**src/rtl/pingpong_tile_buffer_if.sv**
```systemverilog
`default_nettype none
// ---------------------------------------------------------------------------
// pingpong_tile_buffer_if : producer / PE-side bundle for the ping-pong buffer
// Revision: 1.0
// ---------------------------------------------------------------------------
interface pingpong_tile_buffer_if #(
  parameter int DATA_W = 8,
  parameter int LANES  = 4
);
  logic                      flush;
  logic                      wr_valid;
  logic [DATA_W*LANES-1:0]   wr_data;
  logic                      wr_ready;
  logic                      wr_swap;
  logic                      rd_en;
  logic                      rd_replay;
  logic                      rd_avail;
  logic [DATA_W*LANES-1:0]   rd_data;
  logic                      rd_valid;
  logic                      rd_last;
  logic                      rd_swap;
  logic [1:0]                tiles_full;

  modport master (
    output flush, wr_valid, wr_data, rd_en, rd_replay,
    input  wr_ready, wr_swap, rd_avail, rd_data, rd_valid, rd_last, rd_swap, tiles_full
  );

  modport slave (
    input  flush, wr_valid, wr_data, rd_en, rd_replay,
    output wr_ready, wr_swap, rd_avail, rd_data, rd_valid, rd_last, rd_swap, tiles_full
  );
endinterface
`default_nettype wire

```
**src/rtl/pingpong_tile_buffer.sv**
```systemverilog
`default_nettype none
// ---------------------------------------------------------------------------
// pingpong_tile_buffer : two-bank tile buffer with auto hand-off and replay
// Revision: 1.0
// ---------------------------------------------------------------------------
module pingpong_tile_buffer #(
  parameter int DATA_W = 8,
  parameter int LANES  = 4,
  parameter int DEPTH  = 16
) (
  input  logic                   clk,
  input  logic                   rst,
  pingpong_tile_buffer_if.slave  bus
);
  localparam int WORD_W = DATA_W * LANES;
  localparam int CW     = $clog2(DEPTH);
  localparam logic [CW-1:0] LAST = CW'(DEPTH - 1);

  typedef enum logic [1:0] {
    EMPTY    = 2'd0,
    FILLING  = 2'd1,
    FULL     = 2'd2,
    DRAINING = 2'd3
  } bank_state_t;

  bank_state_t       state   [2];
  bank_state_t       state_n [2];
  logic              wr_bank;
  logic              rd_bank;
  logic [CW-1:0]     wr_cnt;
  logic [CW-1:0]     rd_cnt;
  logic [WORD_W-1:0] mem [2][DEPTH];

  logic clear;
  logic wr_fire;
  logic rd_fire;
  logic wr_end;
  logic rd_end;
  logic [1:0] full_n;

  assign clear        = rst || bus.flush;
  assign bus.wr_ready = (state[wr_bank] == EMPTY) || (state[wr_bank] == FILLING);
  assign bus.rd_avail = (state[rd_bank] == FULL)  || (state[rd_bank] == DRAINING);
  assign wr_fire      = bus.wr_valid && bus.wr_ready;
  assign rd_fire      = bus.rd_en && bus.rd_avail;
  assign wr_end       = wr_fire && (wr_cnt == LAST);
  assign rd_end       = rd_fire && (rd_cnt == LAST);

  // A bank is never writable and readable at once, so both fires may update
  // state_n in the same cycle without colliding.
  always_comb begin
    state_n[0] = state[0];
    state_n[1] = state[1];
    if (wr_fire) begin
      state_n[wr_bank] = wr_end ? FULL : FILLING;
    end
    if (rd_fire) begin
      if (rd_end) begin
        state_n[rd_bank] = bus.rd_replay ? FULL : EMPTY;
      end else begin
        state_n[rd_bank] = DRAINING;
      end
    end
    full_n = 2'((state_n[0] == FULL) ? 1 : 0) + 2'((state_n[1] == FULL) ? 1 : 0);
  end

  always_ff @(posedge clk) begin
    if (clear) begin
      state[0]       <= EMPTY;
      state[1]       <= EMPTY;
      wr_bank        <= 1'b0;
      rd_bank        <= 1'b0;
      wr_cnt         <= '0;
      rd_cnt         <= '0;
      bus.wr_swap    <= 1'b0;
      bus.rd_data    <= '0;
      bus.rd_valid   <= 1'b0;
      bus.rd_last    <= 1'b0;
      bus.rd_swap    <= 1'b0;
      bus.tiles_full <= 2'd0;
    end else begin
      state[0]       <= state_n[0];
      state[1]       <= state_n[1];
      bus.tiles_full <= full_n;
      bus.wr_swap    <= wr_end;
      bus.rd_valid   <= rd_fire;
      bus.rd_last    <= rd_end;
      bus.rd_swap    <= rd_end && !bus.rd_replay;
      if (wr_fire) begin
        wr_cnt <= wr_end ? '0 : wr_cnt + CW'(1);
      end
      if (wr_end) begin
        wr_bank <= ~wr_bank;
      end
      if (rd_fire) begin
        bus.rd_data <= mem[rd_bank][rd_cnt];
        rd_cnt      <= rd_end ? '0 : rd_cnt + CW'(1);
      end
      if (rd_end && !bus.rd_replay) begin
        rd_bank <= ~rd_bank;
      end
    end
  end

  // Storage has no reset: flush only forgets which tiles are resident.
  always_ff @(posedge clk) begin
    if (wr_fire && !clear) begin
      mem[wr_bank][wr_cnt] <= bus.wr_data;
    end
  end
endmodule
`default_nettype wire

```
**src/flat_wrapper.sv**
```systemverilog
// flat-port wrapper written by rule: the top's interface ports become plain ports
module pingpong_tile_buffer_flat 
#(
  parameter int DATA_W = 8,
  parameter int LANES  = 4,
  parameter int DEPTH  = 16
)
  (clk, rst, bus_flush, bus_wr_valid, bus_wr_data, bus_rd_en, bus_rd_replay, bus_wr_ready, bus_wr_swap, bus_rd_avail, bus_rd_data, bus_rd_valid, bus_rd_last, bus_rd_swap, bus_tiles_full);
  pingpong_tile_buffer_if #(.DATA_W(DATA_W), .LANES(LANES)) bus_i ();
  input  logic clk;
  input  logic rst;
  input wire logic [$bits(bus_i.flush)-1:0] bus_flush;
  input wire logic [$bits(bus_i.wr_valid)-1:0] bus_wr_valid;
  input wire logic [$bits(bus_i.wr_data)-1:0] bus_wr_data;
  input wire logic [$bits(bus_i.rd_en)-1:0] bus_rd_en;
  input wire logic [$bits(bus_i.rd_replay)-1:0] bus_rd_replay;
  output wire logic [$bits(bus_i.wr_ready)-1:0] bus_wr_ready;
  output wire logic [$bits(bus_i.wr_swap)-1:0] bus_wr_swap;
  output wire logic [$bits(bus_i.rd_avail)-1:0] bus_rd_avail;
  output wire logic [$bits(bus_i.rd_data)-1:0] bus_rd_data;
  output wire logic [$bits(bus_i.rd_valid)-1:0] bus_rd_valid;
  output wire logic [$bits(bus_i.rd_last)-1:0] bus_rd_last;
  output wire logic [$bits(bus_i.rd_swap)-1:0] bus_rd_swap;
  output wire logic [$bits(bus_i.tiles_full)-1:0] bus_tiles_full;
  assign bus_i.flush = bus_flush;
  assign bus_i.wr_valid = bus_wr_valid;
  assign bus_i.wr_data = bus_wr_data;
  assign bus_i.rd_en = bus_rd_en;
  assign bus_i.rd_replay = bus_rd_replay;
  assign bus_wr_ready = bus_i.wr_ready;
  assign bus_wr_swap = bus_i.wr_swap;
  assign bus_rd_avail = bus_i.rd_avail;
  assign bus_rd_data = bus_i.rd_data;
  assign bus_rd_valid = bus_i.rd_valid;
  assign bus_rd_last = bus_i.rd_last;
  assign bus_rd_swap = bus_i.rd_swap;
  assign bus_tiles_full = bus_i.tiles_full;
  pingpong_tile_buffer #(.DATA_W(DATA_W), .LANES(LANES), .DEPTH(DEPTH)) u_core (.clk(clk), .rst(rst), .bus(bus_i));
endmodule
```
**config.mk**
```make
export PLATFORM = sky130hd
export DESIGN_NAME = pingpong_tile_buffer_flat
export DESIGN_NICKNAME = d
export VERILOG_FILES = /design/src/rtl/pingpong_tile_buffer_if.sv /design/src/rtl/pingpong_tile_buffer.sv /design/src/flat_wrapper.sv
export SDC_FILE = /design/constraint.sdc
export NUM_CORES = 1
export LEC_CHECK = 0
export ABC_CLOCK_PERIOD_IN_PS = 4180
export BUFFER_PORTS_ARGS = -buffer_cell sky130_fd_sc_hd__buf_2
export CORE_ASPECT_RATIO = 1.4
export CORE_UTILIZATION = 35
export CTS_CLUSTER_SIZE = 16
export DETAILED_ROUTE_END_ITERATION = 10
export GPL_TIMING_DRIVEN = 0
export MAX_ROUTING_LAYER = met4
export PLACE_DENSITY_LB_ADDON = 0.12
export SLEW_MARGIN = 40
export SYNTH_ARGS = -nofsm -noshare
export SYNTH_HDL_FRONTEND = slang
export SYNTH_SLANG_ARGS = --single-unit
```
**constraint.sdc**
```tcl
create_clock -name clk -period 4.18 [get_ports clk]
set_input_delay 0 -clock clk [delete_from_list [all_inputs] [get_ports clk]]
set_output_delay 0 -clock clk [all_outputs]
set_load 0.005 [all_outputs]
```
After elaboration in Yosys (flattened, before gate mapping)
Memories as Yosys holds them, arrays and structs flattened. A register that Yosys moved wholly into a read port is not among the register bits.
Index checks and enable logic that the tools add are counted.
Storage, ports and cells
  bits in writable memories: 1028
  bits in read-only memories: 0
  output and inout port bits: 40
  word-level logic and storage cells: 86
  bits of input ports: 38
  latch bits: 0
  bits in registers: 48
  memories kept: 2
Operators by class
  mux-type cells: 33
  bitwise gates (word level): 9
  reductions and logical operators: 15
  equality and inequality tests: 7
  div/mod/pow operators: 0
  order comparisons: 7
  add/subtract/negate cells: 3
  shift-type cells: 0
  multiply operators: 0
Memories
  u_core.mem: depth 2, bits a word 512, rd ports 1, clocked after memory_dff 1, wr ports 1, line pingpong_tile_buffer.sv:32  | logic [WORD_W-1:0] mem [2][DEPTH];
  u_core.state: depth 2, bits a word 2, rd ports 4, clocked after memory_dff 2, wr ports 2, line pingpong_tile_buffer.sv:26  | bank_state_t state [2];
Operators by type and width (count)
  512-bit 2-to-1 mux: 1
  32-bit binary-select mux with 4-bit select: 1
  32-bit demux with 4-bit select: 1
  32-bit 2-to-1 mux: 3
  4-bit 2-to-1 mux: 5
  1-bit 2-to-1 mux: 12
  2-bit 2-to-1 mux: 6
  5-bit greater-or-equal comparator, second input constant: 2
  4-bit inverter with 5-bit output: 2
  1-bit logical AND: 9
  4-bit by 1-bit adder with 4-bit output, second input constant: 2
  4-bit bitwise mux: 2
  2-bit == test, second input constant: 4
  4-bit == test, second input constant: 2
  5-bit by 1-bit less-than comparator with 1-bit output, second input constant: 1
  2-bit demux with 1-bit select: 2
  2-bit greater-or-equal comparator, second input constant: 2
  2-bit by 1-bit less-than comparator with 1-bit output, second input constant: 2
  1-bit inverter with 2-bit output: 2
  4-bit bitwise OR: 1
  1-bit logical OR: 3
  2-bit adder: 1
  2-bit by 1-bit == test with 1-bit output, second input constant: 1
  1-bit zero test: 2
  3 further kinds: 5

Longest topological paths before layout
Gate-level depths: netlist of the first run.
  word-level depth: 13
  depth in mapped cells: 9
  mapped depth without buffers: 7

Worst setup path before layout of the first run
OpenSTA, ideal clock, no wires.
  path type: flip-flop to flip-flop
  start: register with a tool-made name
  end: memory u_core.mem[1][128] (netlist name), enable pin
  stages on the path, launching flop included: 5
  clock period less this slack: 3.040 ns
  setup time: 0.421 ns
  setup slack: 1.140 ns
  arrival: 2.619 ns
  required time: 3.759 ns
  buffers on the path: 0
  cell sequence: dfxtp_1 -> mux2_2 -> nor2_1 -> nand3_1 -> nor2_1
RTL lines (line)
  to (decl): pingpong_tile_buffer.sv:32

Worst setup path in the final report of the first run
  start: register u_core.rd_cnt[1]
  end: register u_core.rd_cnt[3]
Between the ends
  cells in the longest elaborated chain, start to end: 3
  elaborated cells between the ends (all ways): 4
  those cells by class: add/sub: 1; eq/ne: 1; mux: 1; reduce/logical: 1
Ends and longest elaborated chain
  from (decl): line pingpong_tile_buffer.sv:31  | logic [CW-1:0] rd_cnt;
  from (signal assigned): line pingpong_tile_buffer.sv:97  | rd_cnt <= rd_end ? '0 : rd_cnt + CW'(1);
  parallel branches: the longest is 2 deep, another holds 4-bit by 1-bit adder with 4-bit output
  4-bit 2-to-1 mux (*): line pingpong_tile_buffer.sv:97
Every way passes the cells marked *.
A chain may end at the register's enable or synchronous reset.

==> metrics, run 1 <==
status=completed; CP Cell Sequence=buf_2 > buf_2 > nand3_1 > clkbuf_1 > or3_1 > a21oi_1 > dlygate4sd3_1; CP startpoint kind=flip-flop; clock buffer depth=3; Synth cell types=49; synthesized area=41000 um2; EDFF count, synth=1024; CP required=4.83 ns; vias in the first global route=21600; max-slew violations=0; Mapped Cells=1975; critical path class=reg2reg; yosys warns=0; register area share after synthesis=77.6%; final worst-path cycle share=75.4%; Max Cap Viol=0; fin crit period=3.15 ns; largest net degree at the start of global routing=33; unrepaired setup endpoints after global routing=no; first-pass GRT wire length=157 mm; DRC Markers=0; via count=20500; WL final=110 mm; Top Ports=78; fmax=317 MHz; CP max-delay cell=dlygate4sd3_1; Layout Cells excl Fill=3863; Placed Cells incl. Taps=3617; CP Capture Type=flip-flop; Hold Crit Class=in2reg; CP max FO=10; full die area=119000 um2; Critical Path AT=3.80 ns; PwrDens=441 nW/um2; P&R area growth vs syn=18.6%; Root Driver=clkbuf_16; drt pass-1 iters=6; crit-path max cell delay=0.55 ns; CTS Buf Count=104; worst slew pin tran=0.898 ns; die extent in y=407 um; worst-skew pair later-pin latency=0.71 ns; clock slew at reported path FFs=0.06 ns; number of synthesized register bits=1078; leakage power=15.0 nW; Core Footprint=116000 um2; syn nets=2019; post-CTS sizing=0; most used cell, CP=buf_2; Post-synth ARST share=0%; CTS sink count=1078; DR WL/cell=28.5 um; DP HPWL=77.5 mm; GRT Overall Usage=19.2%; aggregate global routing overflow=0; Final Setup Violations=0; TritonCTS clock tree=yes; ys flop type=edfxtp_1; die width=291 um; ratio of cells with drive above 1 in the final layout=29.1%; Max VDD drop=337 uV; Routability Congestion=0.760; # rows=148; setup bufs post-CTS=0; skew final=0.0179 ns; IO Port Bufs=76; initial antenna violation count=8; final hold vios=0; Synth Area per Inst=20.8 um2; hold_buf cts=40; H-tree lvl count=3; Net count, final=2307; DRT antenna net count=0; initial detailed-routing violation count=1542; max_slew headroom=40.1%; initial core utilization=35.3%; via/cell ratio=5.30; Fin Hold WS=0.344 ns
## worst max-delay path, delay by kind of cell, from the launching register on
| family | cells | cell delay [ns] |
|---|---|---|
| compound gates | 1 | 0.15 |
| buf+inv | 4 | 1.73 |
| flops | 1 | 0.34 |
| simple gates | 2 | 0.86 |
## synth_stat cells (3+ instances only)
library cell  count  area (um2)
nor2_1           48         180
nor3_1            4        20.0
ha_1              6        75.1
nand3_1          14        70.1
a22o_1           31         272
mux4_2          160        3600
o21a_1            4        30.0
clkbuf_1         62         233
dfxtp_1          54        1080
buf_4             7        52.6
nand3b_1          3        22.5
buf_6             3        33.8
a21oi_1          40         200
and2_1           37         231
buf_1             4        15.0
o31ai_1          32         240
nor2b_1           3        18.8
or3_1             3        18.8
mux2i_1          64         641
and3_1           33         206
o221ai_1         31         272
mux2_2          128        1440
inv_1            10        37.5
buf_2            38         190
nand2_1           8        30.0
a31oi_1           3        18.8
a222oi_1         32         320
o2bb2ai_1        31         272
edfxtp_1       1024       30700
a22oi_1          33         248
## area by class of cell
type	instances	area [um2]
clock buffer	137	2770
tap	1500	1880
buffer	114	541
inverter	11	41.3
antenna	9	22.5
sequential	1078	31800
timing repair buffer	182	2060
fill	10200	67600
multi-input combinational	772	8940
clock inverter	60	581
## worst paths after layout
kind / start / endpoint / slack, ns / cells after the start
max: u_core.rd_cnt[1] / u_core.rd_cnt[3] / 1.03 / 7
min: bus_rd_en / u_core.rd_cnt[2] / 0.34 / 5
max reg2reg: u_core.rd_cnt[1] / u_core.rd_cnt[3] / 1.03 / 7
min reg2reg: u_core.bus.rd_data[9] / u_core.bus.rd_data[9] / 0.47 / 1
## report_power, final
group          internal (mW)  switching (mW)  leakage, nW
logic                 0.0604           0.214         3.71
clock network           5.29            4.06         1.64
registers               11.8         0.00346         9.64
## metal layers
layer	wire length, um	global-route usage [%]	vias up
met1	44400	23.4	11000
met2	58700	33.7	487
li1	-	-	8875
met3	4680	2.22	134
met5	0	-	-
met4	2370	5.25	0
## placed cells by master (no fill, tap or decap), types with 21 or more instances in the layout
master | netlist | final
mux2_2 | 128 | 128
dlygate4sd3_1 | 0 | 40
clkbuf_1 | 62 | 79
mux4_2 | 160 | 160
o2bb2ai_1 | 31 | 31
o221ai_1 | 31 | 31
a222oi_1 | 32 | 32
o31ai_1 | 32 | 26
clkbuf_16 | 0 | 104
buf_2 | 38 | 115
clkinv_1 | 0 | 21
nor2_4 | 0 | 33
mux2i_1 | 64 | 64
edfxtp_1 | 1024 | 1024
dfxtp_1 | 54 | 54
a22oi_1 | 33 | 33
a21oi_1 | 40 | 40
a22o_1 | 31 | 31
buf_8 | 0 | 43
buf_16 | 0 | 23
and2_1 | 37 | 37
and3_1 | 33 | 33
## stage by stage
step / total power [mW] / setup TNS [ns] / setup WS [ns] / util (%) / area (um2)
2_1_floorplan: 12.1 / 0 / 1.14 / - / 41000
3_3_place_gp: 12.3 / -898.68 / -1.20 / 37.2 / 43300
3_5_place_dp: 12.3 / 0 / 0.872 / 38.6 / 44900
4_1_cts: 21.7 / 0 / 0.865 / 41.8 / 48600
5_1_grt: 22.1 / 0 / 0.838 / 41.8 / 48600
6_report: 21.4 / 0 / 1.03 / 41.8 / 48700
## kinds of logic (layout without fill, tap and decap cells)
kind of cell,count (synthesis),after routing,synth area share [%]
AO/OA/AOI/OAI,246,246,4.75
XOR/XNOR,3,3,0.0640
adder cells (fa/ha/maj),6,6,0.183
buffers and inverters,125,504,1.38
flip-flops,1078,1078,77.6
multiplexers,354,354,13.9
other,0,9,0
AND/OR/NAND/NOR,163,163,2.13
## state kept, by name (all words and copies together) (netlist names), named ones only
| register | flops |
|---|---|
| u_core.mem | 1024 |
| u_core.bus.rd_data | 32 |
| u_core.rd_cnt | 4 |
| u_core.state | 4 |
| u_core.wr_cnt | 4 |
| u_core.bus.tiles_full | 2 |
| u_core.bus.rd_last | 1 |
| u_core.bus.rd_swap | 1 |
| u_core.bus.rd_valid | 1 |
| u_core.bus.wr_swap | 1 |
| u_core.rd_bank | 1 |
| u_core.wr_bank | 1 |
Power figures use the tool's default switching activity.
==> run 2: changes to the inputs <==
--- a/config.mk
+++ b/config.mk
@@ -5,7 +5,8 @@
 export SDC_FILE = /design/constraint.sdc
 export NUM_CORES = 1
 export LEC_CHECK = 0
-export ABC_CLOCK_PERIOD_IN_PS = 4180
+export ABC_AREA = 1
+export ABC_CLOCK_PERIOD_IN_PS = 2690
 export BUFFER_PORTS_ARGS = -buffer_cell sky130_fd_sc_hd__buf_2
 export CORE_ASPECT_RATIO = 1.4
 export CORE_UTILIZATION = 35
==> constraint.sdc (replaced) <==
create_clock -name clk -period 2.69 [get_ports clk]
set_input_delay 0 -clock clk [delete_from_list [all_inputs] [get_ports clk]]
set_output_delay 0 -clock clk [all_outputs]
set_load 0.005 [all_outputs]
==> metrics, run 2 <==
r2r startpoint=u_core.rd_cnt[1]; CP Cell Sequence=ha_1 > nand3_1 > nor2_4 > inv_1 > or2_4 > o21ai_2 > nor2_4 > ha_1 > inv_1 > nor2_1; register area share after synthesis=70.8%; CP max FO=6; top-count cell post-synth=nand2_1; Total Power=34.1 mW; CTS sink count=1078; ratio of cells with drive above 1 in the final layout=12.9%; GRT Overall Usage=24.7%; synth cell count leaders=1398 x nand2_1, 1024 x edfxtp_1, 617 x nand3_1; CP startpoint kind=flip-flop; Core Footprint=127000 um2; via count=31100; initial core utilization=35.3%; Largest Register=u_core.mem; Final Instance Area=53200 um2; fin crit period=2.71 ns; die extent in y=426 um; fmax=369 MHz; worst slew pin tran=0.857 ns; skew final=0.0361 ns; most frequent cells in the layout=1390 x nand2_1, 1024 x edfxtp_1, 614 x nand3_1, 439 x inv_1, 209 x nor2_1; aggregate global routing overflow=0; # rows=155; CTS Buf Count=104; Setup TNS=-0.0204 ns; leakage power=20.9 nW; Setup crit start=u_core.rd_cnt[1]; clock slew at reported path FFs=0.08 ns; final worst-path cycle share=101%; unrepaired setup endpoints after global routing=no; WL final=157 mm; Net count, final=4574; DR WL/cell=25.0 um; Max Cap Viol=0; CP Capture Type=flip-flop; CP Buf/Inv Count=2; H-tree lvl count=3; TritonCTS clock tree=yes; Max VDD drop=526 uV; DRC Markers=0; max_slew headroom=42.9%; violated checks=negative setup slack; DP HPWL=108 mm; crit-path max cell delay=0.55 ns; critical path class=reg2reg; Hold Crit Class=in2reg; Final Setup Violations=1; final core utilization=41.7%; PwrDens=642 nW/um2; Top delay family on crit path=simple AND/OR/NAND/NOR gates; IO Port Bufs=77; drt pass-1 iters=5; Post-synth ARST share=0%; worst hold start=bus_rd_replay; DRT antenna net count=0; Routability Congestion=0.939; initial detailed-routing violation count=2476; worst-skew pair later-pin latency=0.73 ns; synthesized area=44900 um2; Crit path depth=10; cells on worst reg2reg path=10; first-pass GRT wire length=219 mm; Largest register FFs=1024; Synth Area per Inst=10.8 um2; ys flop type=edfxtp_1; largest area contributor in the netlist=edfxtp_1; Mapped Cells=4179; Placement Cell Area=48900 um2; Synth cell types=28; largest net degree at the start of global routing=33; CP max-delay cell=dfxtp_1; number of synthesized register bits=1078; Critical Path AT=3.28 ns; vias in the first global route=29800; Hold Crit Depth=4; initial antenna violation count=16; syn nets=4223; post-route setup slack=-0.0204 ns; clock buffer depth=3; biggest regs=u_core.mem: 1024 flops, u_core.bus.rd_data: 32 flops; EDFF count, synth=1024; Synth top area share=68.4%; status=finished with violations; die width=305 um; Top Ports=78; P&R area growth vs syn=18.3%; synth top area cells=edfxtp_1 68%, nand2_1 12%, nand3_1 6.9%; max-slew violations=0; Root Driver=clkbuf_16; final hold vios=0; full die area=130000 um2; yosys warns=0; via/cell ratio=4.96; CP required=3.26 ns; most common cell after layout, fill and taps aside=nand2_1
run 2: changes by cell type after synthesis, moves of 34 or more:
cell,previous run,this run
a21oi_1,40,107
and2_1,37,0
buf_2,38,103
inv_1,10,440
mux2_2,128,0
mux2i_1,64,0
mux4_2,160,0
nand2_1,8,1398
nand3_1,14,617
nor2_1,48,224
o21ai_0,2,36
run 2: final timing paths:
| path | to | slack (ns) |
|---|---|---|
| worst min register to register | u_core.bus.rd_data[7] | 0.47 |
| worst max register to register | u_core.bus.tiles_full[0] | -0.02 |
| worst max-delay path | u_core.bus.tiles_full[0] | -0.02 |
| worst min-delay path | u_core.rd_bank | 0.25 |
run 2: power by group:
group          switching (mW)  internal [mW]
combinational           0.541          0.107
clock                    6.62           8.51
sequential            0.00657           18.4
run 2: cell type report:
type                       count  area [um2]
antenna                       10        25.0
sequential                  1078       31800
inverter                     444        1670
clock buffer                 129        2820
timing repair buffer         246        2170
multi-input combinational   2427       10700
clock inverter                66         632
fill                       12200       74200
buffer                       229        1290
tap                         1648        2060
run 2: logic make-up (layout without fill, tap and decap cells):
group / Yosys count / count (layout) / synth area share (%)
adder cells (fa/ha/maj): 6 / 6 / 0.167
AND/OR/NAND/NOR: 2267 / 2267 / 20.8
other: 0 / 10 / 0
buffers and inverters: 674 / 1114 / 6.44
XOR/XNOR: 2 / 2 / 0.0390
AO/OA/AOI/OAI: 152 / 152 / 1.75
flip-flops: 1078 / 1078 / 70.8
run 2: stage by stage:
stage	worst slack, ns	hold slack, ns	cells
6_report	-0.0204	0.254	6277
5_1_grt	0.00337	0.258	6269
4_1_cts	0.00550	0.205	6257
3_5_place_dp	-0.858	0.386	6010
3_3_place_gp	-3.86	0.384	5904
2_1_floorplan	-0.971	0.0989	4179
run 2: worst register-to-register path: stages (launching register included):
cell and delay, ns:
dfxtp_1 0.55, ha_1 0.27, nand3_1 0.31, nor2_4 0.33, inv_1 0.09, or2_4 0.31, o21ai_2 0.21, nor2_4 0.09
ha_1 0.29, inv_1 0.05, nor2_1 0.04
run 2: layer usage:
metal	up-vias	part of all wire [%]	global-route usage, %	wire length [um]
met1	15300	38	27.6	60000
met5	-	0	-	0
met3	254	4.7	2.76	7450
met2	918	52	43.9	81600
met4	0	5.2	12.1	8240
li1	14600	-	-	-
run 2: repair_timing:
item / 4_1_cts / 5_1_grt
hold buffers: 38 / 0
setup buffers: 15 / 11
gates resized for setup: 44 / 21
pin swaps: 10 / 4
setup endpoints to repair: 1038 / 99
hold endpoints to repair: 1045 / 0
